### src/rtl/reg_write_demux_if.sv
// Register-file bus: one write port, two combinational read ports and write statistics.
// The register file is the slave; whatever drives write-back and read indices is the master.
interface reg_write_demux_if #(
    parameter int WIDTH = 32
);
    logic             we;
    logic [4:0]       waddr;
    logic [WIDTH-1:0] wdata;
    logic [4:0]       raddr1;
    logic [4:0]       raddr2;
    logic [WIDTH-1:0] rdata1;
    logic [WIDTH-1:0] rdata2;
    logic [15:0]      wr_count;
    logic [4:0]       last_waddr;

    modport master (
        output we, waddr, wdata, raddr1, raddr2,
        input  rdata1, rdata2, wr_count, last_waddr
    );

    modport slave (
        input  we, waddr, wdata, raddr1, raddr2,
        output rdata1, rdata2, wr_count, last_waddr
    );
endinterface

### src/rtl/reg_write_demux.sv
// 31-entry register file (r0 hard-wired to zero) fed by a 1-to-32 one-hot write demux,
// with two combinational read ports and optional same-cycle write-to-read bypass.
module reg_write_demux #(
    parameter int WIDTH  = 32,
    parameter bit BYPASS = 1'b1
) (
    input  logic               clk,
    input  logic               rst_n,
    reg_write_demux_if.slave   bus
);
    logic [WIDTH-1:0] regs_q [1:31];
    logic [31:0]      wsel;
    logic             commit;
    logic [15:0]      wr_count_q, wr_count_d;
    logic [4:0]       last_waddr_q, last_waddr_d;
    logic [WIDTH-1:0] rdata1_d, rdata2_d;

    // Bit 0 is cleared after decode so a write to r0 selects nothing and never commits.
    always_comb begin
        wsel             = '0;
        wsel[bus.waddr]  = bus.we;
        wsel[0]          = 1'b0;
    end

    assign commit = |wsel;

    always_comb begin
        wr_count_d   = wr_count_q;
        last_waddr_d = last_waddr_q;
        if (commit) begin
            wr_count_d   = wr_count_q + 16'd1;
            last_waddr_d = bus.waddr;
        end
    end

    always_ff @(posedge clk or negedge rst_n) begin
        if (!rst_n) begin
            for (int i = 1; i < 32; i++) begin
                regs_q[i] <= '0;
            end
            wr_count_q   <= '0;
            last_waddr_q <= '0;
        end else begin
            for (int i = 1; i < 32; i++) begin
                if (wsel[i]) begin
                    regs_q[i] <= bus.wdata;
                end
            end
            wr_count_q   <= wr_count_d;
            last_waddr_q <= last_waddr_d;
        end
    end

    // Reads are gated by rst_n so a write presented during reset cannot leak through the bypass.
    always_comb begin
        rdata1_d = '0;
        if (rst_n && (bus.raddr1 != 5'd0)) begin
            rdata1_d = regs_q[bus.raddr1];
            if (BYPASS && commit && (bus.waddr == bus.raddr1)) begin
                rdata1_d = bus.wdata;
            end
        end
    end

    always_comb begin
        rdata2_d = '0;
        if (rst_n && (bus.raddr2 != 5'd0)) begin
            rdata2_d = regs_q[bus.raddr2];
            if (BYPASS && commit && (bus.waddr == bus.raddr2)) begin
                rdata2_d = bus.wdata;
            end
        end
    end

    assign bus.rdata1     = rdata1_d;
    assign bus.rdata2     = rdata2_d;
    assign bus.wr_count   = wr_count_q;
    assign bus.last_waddr = last_waddr_q;
endmodule

### src/flat_wrapper.sv
// flat-port wrapper written by rule: the top's interface ports become plain ports
module reg_write_demux_flat 
#(
    parameter int WIDTH  = 32,
    parameter bit BYPASS = 1'b1
)
  (clk, rst_n, bus_we, bus_waddr, bus_wdata, bus_raddr1, bus_raddr2, bus_rdata1, bus_rdata2, bus_wr_count, bus_last_waddr);
  reg_write_demux_if #(.WIDTH(WIDTH)) bus_i ();
  input  logic clk;
  input  logic rst_n;
  input wire logic [$bits(bus_i.we)-1:0] bus_we;
  input wire logic [$bits(bus_i.waddr)-1:0] bus_waddr;
  input wire logic [$bits(bus_i.wdata)-1:0] bus_wdata;
  input wire logic [$bits(bus_i.raddr1)-1:0] bus_raddr1;
  input wire logic [$bits(bus_i.raddr2)-1:0] bus_raddr2;
  output wire logic [$bits(bus_i.rdata1)-1:0] bus_rdata1;
  output wire logic [$bits(bus_i.rdata2)-1:0] bus_rdata2;
  output wire logic [$bits(bus_i.wr_count)-1:0] bus_wr_count;
  output wire logic [$bits(bus_i.last_waddr)-1:0] bus_last_waddr;
  assign bus_i.we = bus_we;
  assign bus_i.waddr = bus_waddr;
  assign bus_i.wdata = bus_wdata;
  assign bus_i.raddr1 = bus_raddr1;
  assign bus_i.raddr2 = bus_raddr2;
  assign bus_rdata1 = bus_i.rdata1;
  assign bus_rdata2 = bus_i.rdata2;
  assign bus_wr_count = bus_i.wr_count;
  assign bus_last_waddr = bus_i.last_waddr;
  reg_write_demux #(.WIDTH(WIDTH), .BYPASS(BYPASS)) u_core (.clk(clk), .rst_n(rst_n), .bus(bus_i));
endmodule
### config.mk
export PLATFORM = sky130hd
export DESIGN_NAME = reg_write_demux_flat
export DESIGN_NICKNAME = d
export VERILOG_FILES = /design/src/rtl/reg_write_demux_if.sv /design/src/rtl/reg_write_demux.sv /design/src/flat_wrapper.sv
export SDC_FILE = /design/constraint.sdc
export NUM_CORES = 2
export LEC_CHECK = 0
export BUFFER_PORTS_ARGS = -buffer_cell sky130_fd_sc_hd__buf_2
export CORE_UTILIZATION = 61
export DETAILED_ROUTE_END_ITERATION = 8
export PLACE_DENSITY = 0.78
export SETUP_SLACK_MARGIN = 0.2
export SLEW_MARGIN = 15
export SYNTH_ARGS = -nofsm -noshare
export SYNTH_HDL_FRONTEND = slang
export SYNTH_SLANG_ARGS = --single-unit
### constraint.sdc
create_clock -name clk -period 5.35 [get_ports clk]
set_input_delay 1.07 -clock clk [delete_from_list [all_inputs] [get_ports clk]]
set_output_delay 1.07 -clock clk [all_outputs]
set_load 0.02 [all_outputs]
==> Flow_metrics.wiki <==
{| class="wikitable"
! Metric !! Value
|-
| Cell depth of the worst flop-to-flop path || 5
|-
| Count of input and output buffers || 134
|-
| Number of nets in the synthesized netlist || 3732
|-
| Final-report max-slew violation count || 0
|-
| Average cell area after synthesis || 14.70 µm²
|-
| Multi-input gate area || 27270 µm²
|-
| Die extent in x || 299.9 µm
|-
| CP Cell Sequence || buf_8 > buf_4 > mux4_2 > a221oi_1 > a31oi_1 > buf_2
|-
| Setup tns final || 0 ns
|-
| Proportion of power drawn by combinational gates || 0.209
|-
| Number of synthesized flops with an enable pin || 0
|-
| Max VDD drop || 0.2965 mV
|-
| Relative contribution of the clock network to total power || 0.338
|-
| Synth cell types || 52
|-
| Total GRT Usage || 0.3772
|-
| Post-cts sizing count || 0
|-
| Level count of the clock H-tree || 3
|-
| Per-cell routed wire length || 34.18 µm
|-
| Fmax achieved || 0.2143 GHz
|-
| Max_cap viols || 0
|-
| Setup violations, final || 0
|-
| Fraction of final layout cells sized beyond drive strength 1 || 0.5315
|-
| Clock transition at the registers of the reported paths || 0.06 ns
|-
| Final worst-path cycle share || 0.8721
|-
| Net total in the final layout || 3693
|-
| Share of synthesized area occupied by flip-flops and latches || 0.4684
|-
| Detail Route Antenna Nets || 0
|-
| CTS Sinks || 1013
|-
| Share of the synthesized area in the top cell type || 0.4684
|-
| Outcome || finished, final reports clean
|-
| Number of instances in the synthesized netlist || 3681
|-
| Total wire length after detailed routing || 167.0 mm
|-
| Initial DRC Count || 4762
|-
| Post-synthesis to final-layout area growth || 10.39%
|-
| Most frequent cell after synthesis || sky130_fd_sc_hd__mux2_2
|-
| Critical path data required time || 4.28 ns
|-
| Setup repair after global routing missed its margin || false
|-
| Clock latency at the later pin of the worst-skew pair || 0.71 ns
|-
| Minimum period implied by the final worst setup slack || 4.666 ns
|-
| Post-synth ARST share || 1.000
|-
| Routed via count || 36941
|-
| Critical path data arrival time || 3.60 ns
|-
| Top FF cell, synth || sky130_fd_sc_hd__dfrtp_1
|-
| Internal power contribution || 16.42 mW
|-
| Class of the tightest hold or removal check || in2async
|-
| Slowest library cell on the worst path || sky130_fd_sc_hd__mux4_2
|-
| Worst Tran Pin Value || 1.188 ns
|-
| Final setup skew || 0.01110 ns
|-
| Reg-to-Reg End || u_core.bus.wr_count[13]
|-
| CTS hold repair buffers || 0
|-
| Antenna violations before repair || 7
|-
| Reported leakage power || 25.70 nW
|-
| Slew Limit Headroom || 0.2081
|-
| CTS tree || done
|-
| Maximum fanout count along the critical path || 51
|-
| Via-per-instance ratio || 7.559
|-
| Row count || 108
|-
| Effective utilization at floorplan || 0.6199
|-
| Maximum single-stage delay on the critical path || 0.55 ns
|-
| Die H || 299.9 µm
|-
| Switching Fraction || 0.2802
|-
| Number of hold violations in the final report || 0
|-
| Startpoint type of the worst setup path || input pin
|-
| Maximum number of pins on one net before global-route repair || 192
|-
| Count of filler cells inserted in the layout || 5753
|-
| Cell taking the most area after synthesis || sky130_fd_sc_hd__dfrtp_1
|-
| Setup slack after layout || 0.6841 ns
|-
| Master cell of the clock root buffer || sky130_fd_sc_hd__clkbuf_16
|-
| CTS Buffer Depth || 3
|-
| Global-route wire length before repair || 249.7 mm
|-
| Number of placed I/O pins || 135
|-
| Most frequent cells after synthesis || sky130_fd_sc_hd__mux2_2 (1057), sky130_fd_sc_hd__dfrtp_1 (1013), sky130_fd_sc_hd__mux4_2 (447), sky130_fd_sc_hd__clkbuf_1 (189), sky130_fd_sc_hd__nand2_1 (136)
|-
| Power share of the sequential group || 0.453
|-
| Worst slack, placed || 0.6948 ns
|-
| Worst Setup Path Type || in2out
|-
| Setup slack of the worst register-to-register path || 3.41 ns
|-
| Post-CTS setup buffers || 0
|-
| Reported net switching power || 6.392 mW
|-
| Total of flip-flops plus latches after synthesis || 1013
|-
| DRC viols || 0
|-
| Total Die Area || 89910 µm²
|-
| P per Cell Area || 381.9 nW/µm²
|-
| Area used by sequential logic in the layout || 25350 µm²
|-
| Critical Path End Type || primary output
|-
| Routability-driven placement congestion ratio || 0.8484
|-
| Top post-synthesis cells by area || sky130_fd_sc_hd__dfrtp_1 (47%), sky130_fd_sc_hd__mux2_2 (22%), sky130_fd_sc_hd__mux4_2 (19%), sky130_fd_sc_hd__a22oi_1 (1.7%), sky130_fd_sc_hd__clkbuf_1 (1.3%)
|-
| Placeable Area || 87290 µm²
|-
| Final core occ || 0.6843
|-
| Detailed-placement wirelength estimate || 96.90 mm
|-
| Via count of the first global-routing pass || 38504
|-
| Cell area after synthesis || 54120 µm²
|-
| Count of yosys warnings during synthesis || 0
|-
| Start of the worst register-to-register path || u_core.bus.wr_count[0]
|-
| Number of buffers inserted during clock tree synthesis || 107
|-
| GRT overflow || 0
|-
| Number of detailed-route iterations in the first pass || 8
|}
==> how the worst max path moves through the flow <==
stage          slack, ns  depth (start not counted)             end          start
2_1_floorplan       1.55                          6  bus_rdata2[30]  bus_raddr2[1]
3_3_place_gp        0.71                          6  bus_rdata1[11]  bus_raddr1[0]
3_5_place_dp        0.69                          6  bus_rdata1[11]  bus_raddr1[0]
4_1_cts             0.66                          6  bus_rdata1[11]  bus_raddr1[0]
5_1_grt             0.63                          6  bus_rdata1[18]  bus_raddr1[0]
6_report            0.68                          6  bus_rdata1[18]  bus_raddr1[0]
==> power by group through the flow <==
stage | logic, mW | clock network (mW) | registers (mW)
finish | 4.77 | 7.71 | 10.3
global route | 5.03 | 8.05 | 10.5
CTS | 4.74 | 7.74 | 10.3
detailed placement | 4.71 | 0 | 10.4
global placement | 4.51 | 0 | 10.1
floorplan | 3.60 | 0 | 10.0
==> logic make-up (layout without fill, tap and decap cells) <==
logic type | after synthesis | after routing | synth area share
other | 0 | 5 | 0
buffers and inverters | 404 | 450 | 0.03362
muxes | 1573 | 1573 | 0.4188
adders and majority gates | 1 | 1 | 0.0002312
AOI/OAI and AO/OA | 389 | 389 | 0.05262
xor gates and xnor gates | 25 | 25 | 0.004046
DFF | 1013 | 1013 | 0.4684
and+or+nand+nor | 276 | 276 | 0.02231
==> metrics by stage <==
step | total power [mW] | std cells | instance area (µm²) | hold slack (ns)
after floorplan | 13.60 | 3681 | 54120 | 0.4905
after global placement | 14.63 | 4686 | 56050 | 0.4581
after detailed placement | 15.09 | 4686 | 56050 | 0.4742
after CTS | 22.74 | 4880 | 59660 | 0.2261
after global routing | 23.58 | 4882 | 59720 | 0.2459
final | 22.82 | 4887 | 59740 | 0.2312
==> final cells by class <==
class                      count  area share
clock buffer                 154     0.05146
timing repair buffer         253     0.03412
multi-input combinational   2264      0.4565
antenna                        5   0.0002095
clock inverter                40    0.008944
inverter                       3   0.0001885
tap                         1155     0.02419
sequential                  1013      0.4243
==> layout by cell type, fill, tap and decap left out, types with 4 or more instances in the layout <==
cell,count
sky130_fd_sc_hd__nand2_1,119
sky130_fd_sc_hd__buf_12,30
sky130_fd_sc_hd__o22ai_1,31
sky130_fd_sc_hd__nand3b_1,4
sky130_fd_sc_hd__o211ai_1,31
sky130_fd_sc_hd__a31oi_1,31
sky130_fd_sc_hd__nand3_1,41
sky130_fd_sc_hd__nor3_1,6
sky130_fd_sc_hd__clkinv_2,21
sky130_fd_sc_hd__dfrtp_1,1013
sky130_fd_sc_hd__a221oi_1,33
sky130_fd_sc_hd__nand2_2,6
sky130_fd_sc_hd__clkbuf_8,22
sky130_fd_sc_hd__xnor2_1,22
sky130_fd_sc_hd__buf_4,88
sky130_fd_sc_hd__clkbuf_1,25
sky130_fd_sc_hd__a32o_1,31
sky130_fd_sc_hd__nor2_1,38
sky130_fd_sc_hd__nand2_4,11
sky130_fd_sc_hd__nor2b_1,4
sky130_fd_sc_hd__nor2_4,20
sky130_fd_sc_hd__a22oi_1,124
sky130_fd_sc_hd__bufinv_16,10
sky130_fd_sc_hd__o21ai_1,33
sky130_fd_sc_hd__a21oi_1,4
sky130_fd_sc_hd__mux4_2,447
sky130_fd_sc_hd__o22a_1,30
sky130_fd_sc_hd__nor2b_4,4
sky130_fd_sc_hd__clkbuf_16,107
sky130_fd_sc_hd__buf_8,5
sky130_fd_sc_hd__diode_2,5
sky130_fd_sc_hd__nand4_1,4
sky130_fd_sc_hd__mux2i_1,68
sky130_fd_sc_hd__mux2_2,1057
sky130_fd_sc_hd__buf_2,127
sky130_fd_sc_hd__o21ai_0,31
==> worst max-delay path, delay by kind of cell <==
kind	cells	cell delay [ns]
buffers and inverters	3	1.15
muxes	1	0.55
AOI/OAI and AO/OA	2	0.76
==> state kept, by name, indices dropped and copies added (netlist names) <==
| name | flops |
|---|---|
| u_core.bus.last_waddr | 5 |
| u_core.bus.wr_count | 16 |
| u_core.regs_q | 992 |
==> layer usage <==
metal  global-route usage  share of wire
met2               0.5691           0.46
met3               0.1104           0.12
met1               0.5021           0.37
met4               0.1917          0.052
met5                    0        0.00017
No activity file was read; power rests on OpenSTA's default activity.
